## src/rtl/frame_cmd_decoder_pkg.sv

```systemverilog
// rtl/frame_cmd_decoder_pkg.sv - package frame_pkg: FSM states, marker bytes and WAIT_TX timeout
// FRAME_ACK_EN adds the RESP and WAIT_TX response states.
package frame_pkg;

  localparam logic [7:0] MARK_SET   = 8'd65;  // 'A'
  localparam logic [7:0] MARK_CLEAR = 8'd67;  // 'C'
  localparam logic [7:0] MARK_TOGGLE = 8'd84; // 'T'
  localparam logic [7:0] MARK_QUERY = 8'd81;  // 'Q'
  localparam logic [7:0] MARK_ACK   = 8'd75;  // 'K'
  localparam logic [7:0] MARK_ERR   = 8'd69;  // 'E'

  localparam int WAIT_TIMEOUT = 1024;
  localparam int TIMER_W      = $clog2(WAIT_TIMEOUT);

`ifdef FRAME_ACK_EN
  typedef enum logic [1:0] {IDLE, DECODE, RESP, WAIT_TX} state_t;
`else
  typedef enum logic [1:0] {IDLE, DECODE} state_t;
`endif

endpackage

```

## src/rtl/frame_cmd_decoder_if.sv

```systemverilog
// rtl/frame_cmd_decoder_if.sv - RX frame / TX response handshake bundle for frame_cmd_decoder
interface frame_cmd_decoder_if #(
  parameter int DBITS       = 8,
  parameter int FRAME_BYTES = 4
);
  logic                         frame_valid;
  logic [DBITS*FRAME_BYTES-1:0] frame_in;
  logic                         tx_ready;
  logic                         tx_trigger;
  logic [DBITS*FRAME_BYTES-1:0] tx_frame;

  modport master (output frame_valid, frame_in, tx_ready, input tx_trigger, tx_frame);
  modport slave  (input frame_valid, frame_in, tx_ready, output tx_trigger, tx_frame);
endinterface

```

## src/rtl/sat_counter8.sv

```systemverilog
// rtl/sat_counter8.sv - 8-bit incrementer that sticks at 255, synchronous clear
module sat_counter8 (
  input  logic       clk,
  input  logic       clr,
  input  logic       inc,
  output logic [7:0] count
);
  always_ff @(posedge clk) begin
    if (clr) begin
      count <= 8'd0;
    end else if (inc && (count != 8'hFF)) begin
      count <= count + 8'd1;
    end
  end
endmodule

```

## src/rtl/frame_cmd_decoder.sv

```systemverilog
// rtl/frame_cmd_decoder.sv - decodes 4-byte flag command frames, updates flags, counts errors/drops
// FRAME_ACK_EN enables the response frame, tx_trigger and the RESP/WAIT_TX handshake.
module frame_cmd_decoder
  import frame_pkg::*;
#(
  parameter int DBITS       = 8,
  parameter int FRAME_BYTES = 4,
  parameter int FLAG_COUNT  = 8
) (
  input  logic                  clk_100MHz,
  input  logic                  reset,
  frame_cmd_decoder_if.slave    bus,
  output logic [FLAG_COUNT-1:0] flags,
  output logic [7:0]            err_count,
  output logic [7:0]            drop_count,
  output logic                  busy
);

  localparam int FW    = DBITS * FRAME_BYTES;
  localparam int IDX_W = (FLAG_COUNT > 1) ? $clog2(FLAG_COUNT) : 1;

  state_t                  state;
  logic [FW-1:0]           frame_q;
  logic [DBITS-1:0]        b0, b1, b2, b3;
  logic                    cmd_known;
  logic                    frame_ok;
  logic [FLAG_COUNT-1:0]   flags_upd;

  assign b0 = frame_q[DBITS-1:0];
  assign b1 = frame_q[2*DBITS-1:DBITS];
  assign b2 = frame_q[3*DBITS-1:2*DBITS];
  assign b3 = frame_q[4*DBITS-1:3*DBITS];

  // Query skips the index range check but still needs the inverted index byte.
  always_comb begin
    cmd_known = (b0 == DBITS'(MARK_SET)) || (b0 == DBITS'(MARK_CLEAR)) ||
                (b0 == DBITS'(MARK_TOGGLE)) || (b0 == DBITS'(MARK_QUERY));
    frame_ok  = (b0 == b3) && cmd_known && (b2 == ~b1) &&
                ((b0 == DBITS'(MARK_QUERY)) || (32'(b1) < FLAG_COUNT));
    flags_upd = flags;
    if (b0 == DBITS'(MARK_SET)) begin
      flags_upd[b1[IDX_W-1:0]] = 1'b1;
    end else if (b0 == DBITS'(MARK_CLEAR)) begin
      flags_upd[b1[IDX_W-1:0]] = 1'b0;
    end else if (b0 == DBITS'(MARK_TOGGLE)) begin
      flags_upd[b1[IDX_W-1:0]] = ~flags[b1[IDX_W-1:0]];
    end
  end

`ifdef FRAME_ACK_EN
  logic [FW-1:0]      tx_frame_q;
  logic [TIMER_W-1:0] timer;
  logic               seen_low;
  logic [DBITS-1:0]   flags_byte;

  assign flags_byte = DBITS'(flags_upd);
`endif

  always_ff @(posedge clk_100MHz) begin
    if (reset) begin
      state   <= IDLE;
      frame_q <= '0;
      flags   <= '0;
`ifdef FRAME_ACK_EN
      tx_frame_q <= '0;
      timer      <= '0;
      seen_low   <= 1'b0;
`endif
    end else begin
      case (state)
        IDLE: begin
          if (bus.frame_valid) begin
            frame_q <= bus.frame_in;
            state   <= DECODE;
          end
        end
        DECODE: begin
          if (frame_ok) begin
            flags <= flags_upd;
          end
`ifdef FRAME_ACK_EN
          tx_frame_q <= frame_ok ? {b0, flags_byte, b1, DBITS'(MARK_ACK)}
                                 : {DBITS'(MARK_ERR), {DBITS{1'b0}}, b1, DBITS'(MARK_ERR)};
          state      <= RESP;
`else
          state <= IDLE;
`endif
        end
`ifdef FRAME_ACK_EN
        RESP: begin
          if (bus.tx_ready) begin
            state    <= WAIT_TX;
            timer    <= '0;
            seen_low <= 1'b0;
          end
        end
        // Leave on a low-then-high edge of tx_ready, or after a full timeout of it staying high.
        WAIT_TX: begin
          if (!bus.tx_ready) begin
            seen_low <= 1'b1;
            timer    <= '0;
          end else if (seen_low || (timer == TIMER_W'(WAIT_TIMEOUT - 1))) begin
            state <= IDLE;
          end else begin
            timer <= timer + TIMER_W'(1);
          end
        end
`endif
        default: state <= IDLE;
      endcase
    end
  end

  assign busy = (state != IDLE);

`ifdef FRAME_ACK_EN
  assign bus.tx_frame   = tx_frame_q;
  assign bus.tx_trigger = (state == RESP) && bus.tx_ready && !reset;
`else
  logic unused_tx_ready;
  assign unused_tx_ready = bus.tx_ready;
  assign bus.tx_frame    = '0;
  assign bus.tx_trigger  = 1'b0;
`endif

  sat_counter8 u_err_count (
    .clk   (clk_100MHz),
    .clr   (reset),
    .inc   ((state == DECODE) && !frame_ok),
    .count (err_count)
  );

  sat_counter8 u_drop_count (
    .clk   (clk_100MHz),
    .clr   (reset),
    .inc   (bus.frame_valid && (state != IDLE)),
    .count (drop_count)
  );

endmodule

```

## src/flat_wrapper.sv

```systemverilog
// flat-port wrapper written by rule: the top's interface ports become plain ports
module frame_cmd_decoder_flat import frame_pkg::*;
#(
  parameter int DBITS       = 8,
  parameter int FRAME_BYTES = 4,
  parameter int FLAG_COUNT  = 8
)
  (clk_100MHz, reset, flags, err_count, drop_count, busy, bus_frame_valid, bus_frame_in, bus_tx_ready, bus_tx_trigger, bus_tx_frame);
  frame_cmd_decoder_if #(.DBITS(DBITS), .FRAME_BYTES(FRAME_BYTES)) bus_i ();
  input  logic clk_100MHz;
  input  logic reset;
  output logic [FLAG_COUNT-1:0] flags;
  output logic [7:0] err_count;
  output logic [7:0] drop_count;
  output logic busy;
  input wire logic [$bits(bus_i.frame_valid)-1:0] bus_frame_valid;
  input wire logic [$bits(bus_i.frame_in)-1:0] bus_frame_in;
  input wire logic [$bits(bus_i.tx_ready)-1:0] bus_tx_ready;
  output wire logic [$bits(bus_i.tx_trigger)-1:0] bus_tx_trigger;
  output wire logic [$bits(bus_i.tx_frame)-1:0] bus_tx_frame;
  assign bus_i.frame_valid = bus_frame_valid;
  assign bus_i.frame_in = bus_frame_in;
  assign bus_i.tx_ready = bus_tx_ready;
  assign bus_tx_trigger = bus_i.tx_trigger;
  assign bus_tx_frame = bus_i.tx_frame;
  frame_cmd_decoder #(.DBITS(DBITS), .FRAME_BYTES(FRAME_BYTES), .FLAG_COUNT(FLAG_COUNT)) u_core (.clk_100MHz(clk_100MHz), .reset(reset), .bus(bus_i), .flags(flags), .err_count(err_count), .drop_count(drop_count), .busy(busy));
endmodule
```

## config.mk

```make
export PLATFORM = sky130hd
export DESIGN_NAME = frame_cmd_decoder_flat
export DESIGN_NICKNAME = d
export VERILOG_FILES = /design/src/rtl/frame_cmd_decoder_pkg.sv /design/src/rtl/frame_cmd_decoder_if.sv /design/src/rtl/sat_counter8.sv /design/src/rtl/frame_cmd_decoder.sv /design/src/flat_wrapper.sv
export SDC_FILE = /design/constraint.sdc
export NUM_CORES = 1
export LEC_CHECK = 0
export CORE_ASPECT_RATIO = 1.4
export CORE_MARGIN = 2
export CORE_UTILIZATION = 46
export CTS_BUF_LIST = sky130_fd_sc_hd__clkbuf_4 sky130_fd_sc_hd__clkbuf_8 sky130_fd_sc_hd__clkbuf_16
export CTS_CLUSTER_DIAMETER = 50
export DETAILED_ROUTE_END_ITERATION = 8
export GPL_ROUTABILITY_DRIVEN = 0
export GPL_TIMING_DRIVEN = 0
export PLACE_DENSITY = 0.9
export REMOVE_ABC_BUFFERS = 1
export SLEW_MARGIN = 5
export SYNTH_ARGS = -nofsm -noshare
export SYNTH_HDL_FRONTEND = slang
export SYNTH_SLANG_ARGS = --single-unit
export TNS_END_PERCENT = 1
```

## constraint.sdc

```tcl
create_clock -name clk_100MHz -period 3.1 [get_ports clk_100MHz]
set_input_delay 0.93 -clock clk_100MHz [delete_from_list [all_inputs] [get_ports clk_100MHz]]
set_output_delay 0.93 -clock clk_100MHz [all_outputs]
set_load 0.02 [all_outputs]
```

==> results of run 1 <==
==> cell families after synthesis <==
logic type | count (synthesis) | share of synthesized area (%)
muxes | 5 | 1.80
and+or+nand+nor | 140 | 24.5
AOI/OAI and AO/OA | 71 | 14.4
buffers and inverters | 53 | 11.8
DFF | 57 | 40.1
xor gates and xnor gates | 21 | 6.46
adders and majority gates | 2 | 0.879
other | 1 | 0.132
==> worst reg2reg max path, delay by kind of cell (launching register included) <==
kind / cells / cell delay, ps
flops: 1 / 650
buf+inv: 1 / 250
compound gates: 4 / 1580
simple gates: 1 / 160
==> routing by layer <==
| layer | GRT usage (%) | vias up | share of wire [%] |
|---|---|---|---|
| li1 | - | 1245 | - |
| met1 | 20.7 | 1176 | 38 |
| met2 | 32.5 | 109 | 53 |
| met3 | 5.81 | 23 | 6.1 |
| met4 | 10.2 | 0 | 2.8 |
| met5 | 0 | - | 0 |
==> sequential cells by signal, indices dropped and copies added, names as in the netlist <==
signal                     flops
u_core.u_err_count.count       8
u_core.state                   1
u_core.u_drop_count.count      8
u_core.frame_q                32
u_core.flags                   8
==> final cells by class <==
class	instances	area share (%)
Multi-Input combinational cell	272	42.1
Sequential cell	57	32.2
Timing Repair Buffer	61	17.5
Clock buffer	10	3.88
Tap cell	70	2.47
Clock inverter	6	1.62
Inverter	3	0.317
==> path summary, 6_finish.rpt <==
check / slack [ps] / endpoint / cells past startpoint / from
hold reg to reg: 460 / u_core.frame_q[27] / 2 / u_core.frame_q[27]
setup / recovery: 350 / u_core.flags[3] / 6 / u_core.frame_q[10]
hold / removal: 460 / u_core.frame_q[27] / 2 / u_core.frame_q[27]
setup reg to reg: 350 / u_core.flags[3] / 6 / u_core.frame_q[10]
==> layout by cell type (no fill, tap or decap), drive strengths merged, types with 4 or more instances in the layout <==
cell type      Yosys  routed
a211oi             8       8
a21oi             45      45
clkbuf            10      10
clkdlybuf4s50      0      58
clkinv             0       4
conb               1      33
dfxtp             57      57
mux2i              4       4
nand2             75      75
nand3              5       5
nand4              9       9
nor2              20      20
nor3               4       4
nor4               7       7
o21ai              7       7
or3                4       4
xnor2              8       8
xor2              13      13
==> metrics by stage <==
| stage | hold slack, ps | TNS (ps) | cells | utilization (%) | setup slack [ps] |
|---|---|---|---|---|---|
| 2_1_floorplan | 430 | 0 | 332 | - | 793 |
| 6_report | 456 | 0 | 479 | 60.1 | 349 |
| 5_1_grt | 501 | 0 | 479 | 60.1 | 242 |
| 3_5_place_dp | 447 | 0 | 463 | 56.8 | 490 |
| 3_3_place_gp | 445 | -9880 | 461 | 56.2 | -344 |
| 4_1_cts | 455 | 0 | 479 | 60.1 | 485 |
==> power breakdown <==
part | switching (W) | internal [W] | leakage, nW
clock network | 0.000291 | 0.000386 | 0.102
registers | 0.0000317 | 0.000760 | 0.465
logic | 0.000116 | 0.0000867 | 0.761
total | 0.000439 | 0.00123 | 1.33
==> impl_metrics.yaml, run 1 <==
cells_and_area:
  insertedDiodeCount: 0
  multiInputGateArea_um2: 1490
  syn_to_final_growth_pct: 24.7
  drive_above_1_share_pct: 6.85
  final-seq-area_um2: 1140
  nFillCells: 508
  fin_nets: 442
  stdcell_area_um2: 3550
sta:
  tightest_slew_ps: 1110
  hold_viol_final: 0
  rsz0062_at_grt: "false"
  finalWorstPathRequiredPeriod_ps: 2750
  relSlewSlack_pct: 25.3
  finClkSkew_ps: 5.15
  drv_slew: 0
  fmax_mhz: 363
  setup_violations: 0
  period_share_pct: 88.7
global_route:
  grt_use_total_pct: 19.0
  gr-total-overflow: 0
  grt_max_degree: 46
  grt_pass1_wl_mm: 10.4
  grt_pass1_vias: 2331
  antenna_found_initial: 0
synth:
  yosysMostFrequentCell: "nand2_1"
  synth.distinct_cells: 43
  synthTopCellsByArea: "dfxtp_1, nand2_1, buf_4"
  syn_area_per_cell_um2: 8.13
  synth_top_area_cell: "dfxtp_1"
  synth_area_um2: 2850
  synth_top_cell_area_share_pct: 40.1
  synth_seq_cells: 57
  ys_warn_count: 0
  syn_inst: 350
  synth-edff-count: 0
  synth_ff_type: "dfxtp_1"
  synth-seq-area-share_pct: 40.1
  synthTopCellsByCount: "nand2_1, dfxtp_1, a21oi_1"
  ys_async_sr_fraction_pct: 0
clock_network:
  cts_tree: "done"
  cts_resized: 0
  cts_sinks: 57
  clock_tree.root_cell: "clkbuf_8"
  cts_buffers: 9
  cts_max_level: 3
  insertion_delay_ps: 340
  path_clk_slew_ps: 60
  clock_path_buffers: 2
  post_cts_buffers: 0
  cts_hold_buf: 0
route:
  vias: 2553
  via_per_inst: 5.33
  dr.pass1.iters: 4
  drt-total-wl_mm: 6.27
  drc: 0
  wl_per_cell_um: 13.1
  first_iter_violations: 311
  ant_nets: 0
floorplanning:
  die_w_um: 70.5
  die_area_um2: 6840
  ios: 94
  rows: 33
  die_y_um: 97.1
  start_util_pct: 48.2
  coreArea_um2: 5900
worst_setup_path:
  crit_slowest_cell: "a311oi_1"
  worstSetupPathType: "flip-flop to flip-flop"
  setup.worst_path.start_class: "flip-flop"
  cp.required_ps: 3350
  crit_path_cell_trace: "inv_1 > a31oi_1 > o22ai_1 > a311oi_1 > nor4_1 > a211oi_1"
  critical_path_arrival_ps: 3000
  crit_buf_inv: 1
  cp_top_family: "compound AO/OA/AOI/OAI gates"
  slowest_delay_ps: 910
  end_kind: "flip-flop"
  cp_max_fo: 13
placement:
  io_buffers: 59
  dp_hpwl_mm: 4.53
  place_area_um2: 3350
pwr:
  total_power_w: 0.00167
  power.density_nw_per_um2: 471
  irDropWorstVdd_v: 0.000306
  p_leak_nw: 1.33
outcome:
  status: "complete, no violations"
min_path:
  hp-class: "flip-flop to flip-flop"
job:
  cap_violations: 0
(Power assumes the default switching activity.)
==> inputs of run 2 (changes only) <==
--- a/config.mk
+++ b/config.mk
@@ -15,7 +15,6 @@
 export GPL_TIMING_DRIVEN = 0
 export PLACE_DENSITY = 0.9
 export REMOVE_ABC_BUFFERS = 1
-export SLEW_MARGIN = 5
 export SYNTH_ARGS = -nofsm -noshare
 export SYNTH_HDL_FRONTEND = slang
 export SYNTH_SLANG_ARGS = --single-unit
==> results of run 2 <==
The final DEF is identical to that of run 1; final timing and power are the same.
==> inputs of run 3 (changes only) <==
--- a/config.mk
+++ b/config.mk
@@ -10,6 +10,7 @@
 export CORE_UTILIZATION = 46
 export CTS_BUF_LIST = sky130_fd_sc_hd__clkbuf_4 sky130_fd_sc_hd__clkbuf_8 sky130_fd_sc_hd__clkbuf_16
 export CTS_CLUSTER_DIAMETER = 50
+export CTS_CLUSTER_SIZE = 20
 export DETAILED_ROUTE_END_ITERATION = 8
 export GPL_ROUTABILITY_DRIVEN = 0
 export GPL_TIMING_DRIVEN = 0
==> results of run 3 <==
The final DEF is identical to that of run 1; final timing and power are the same.
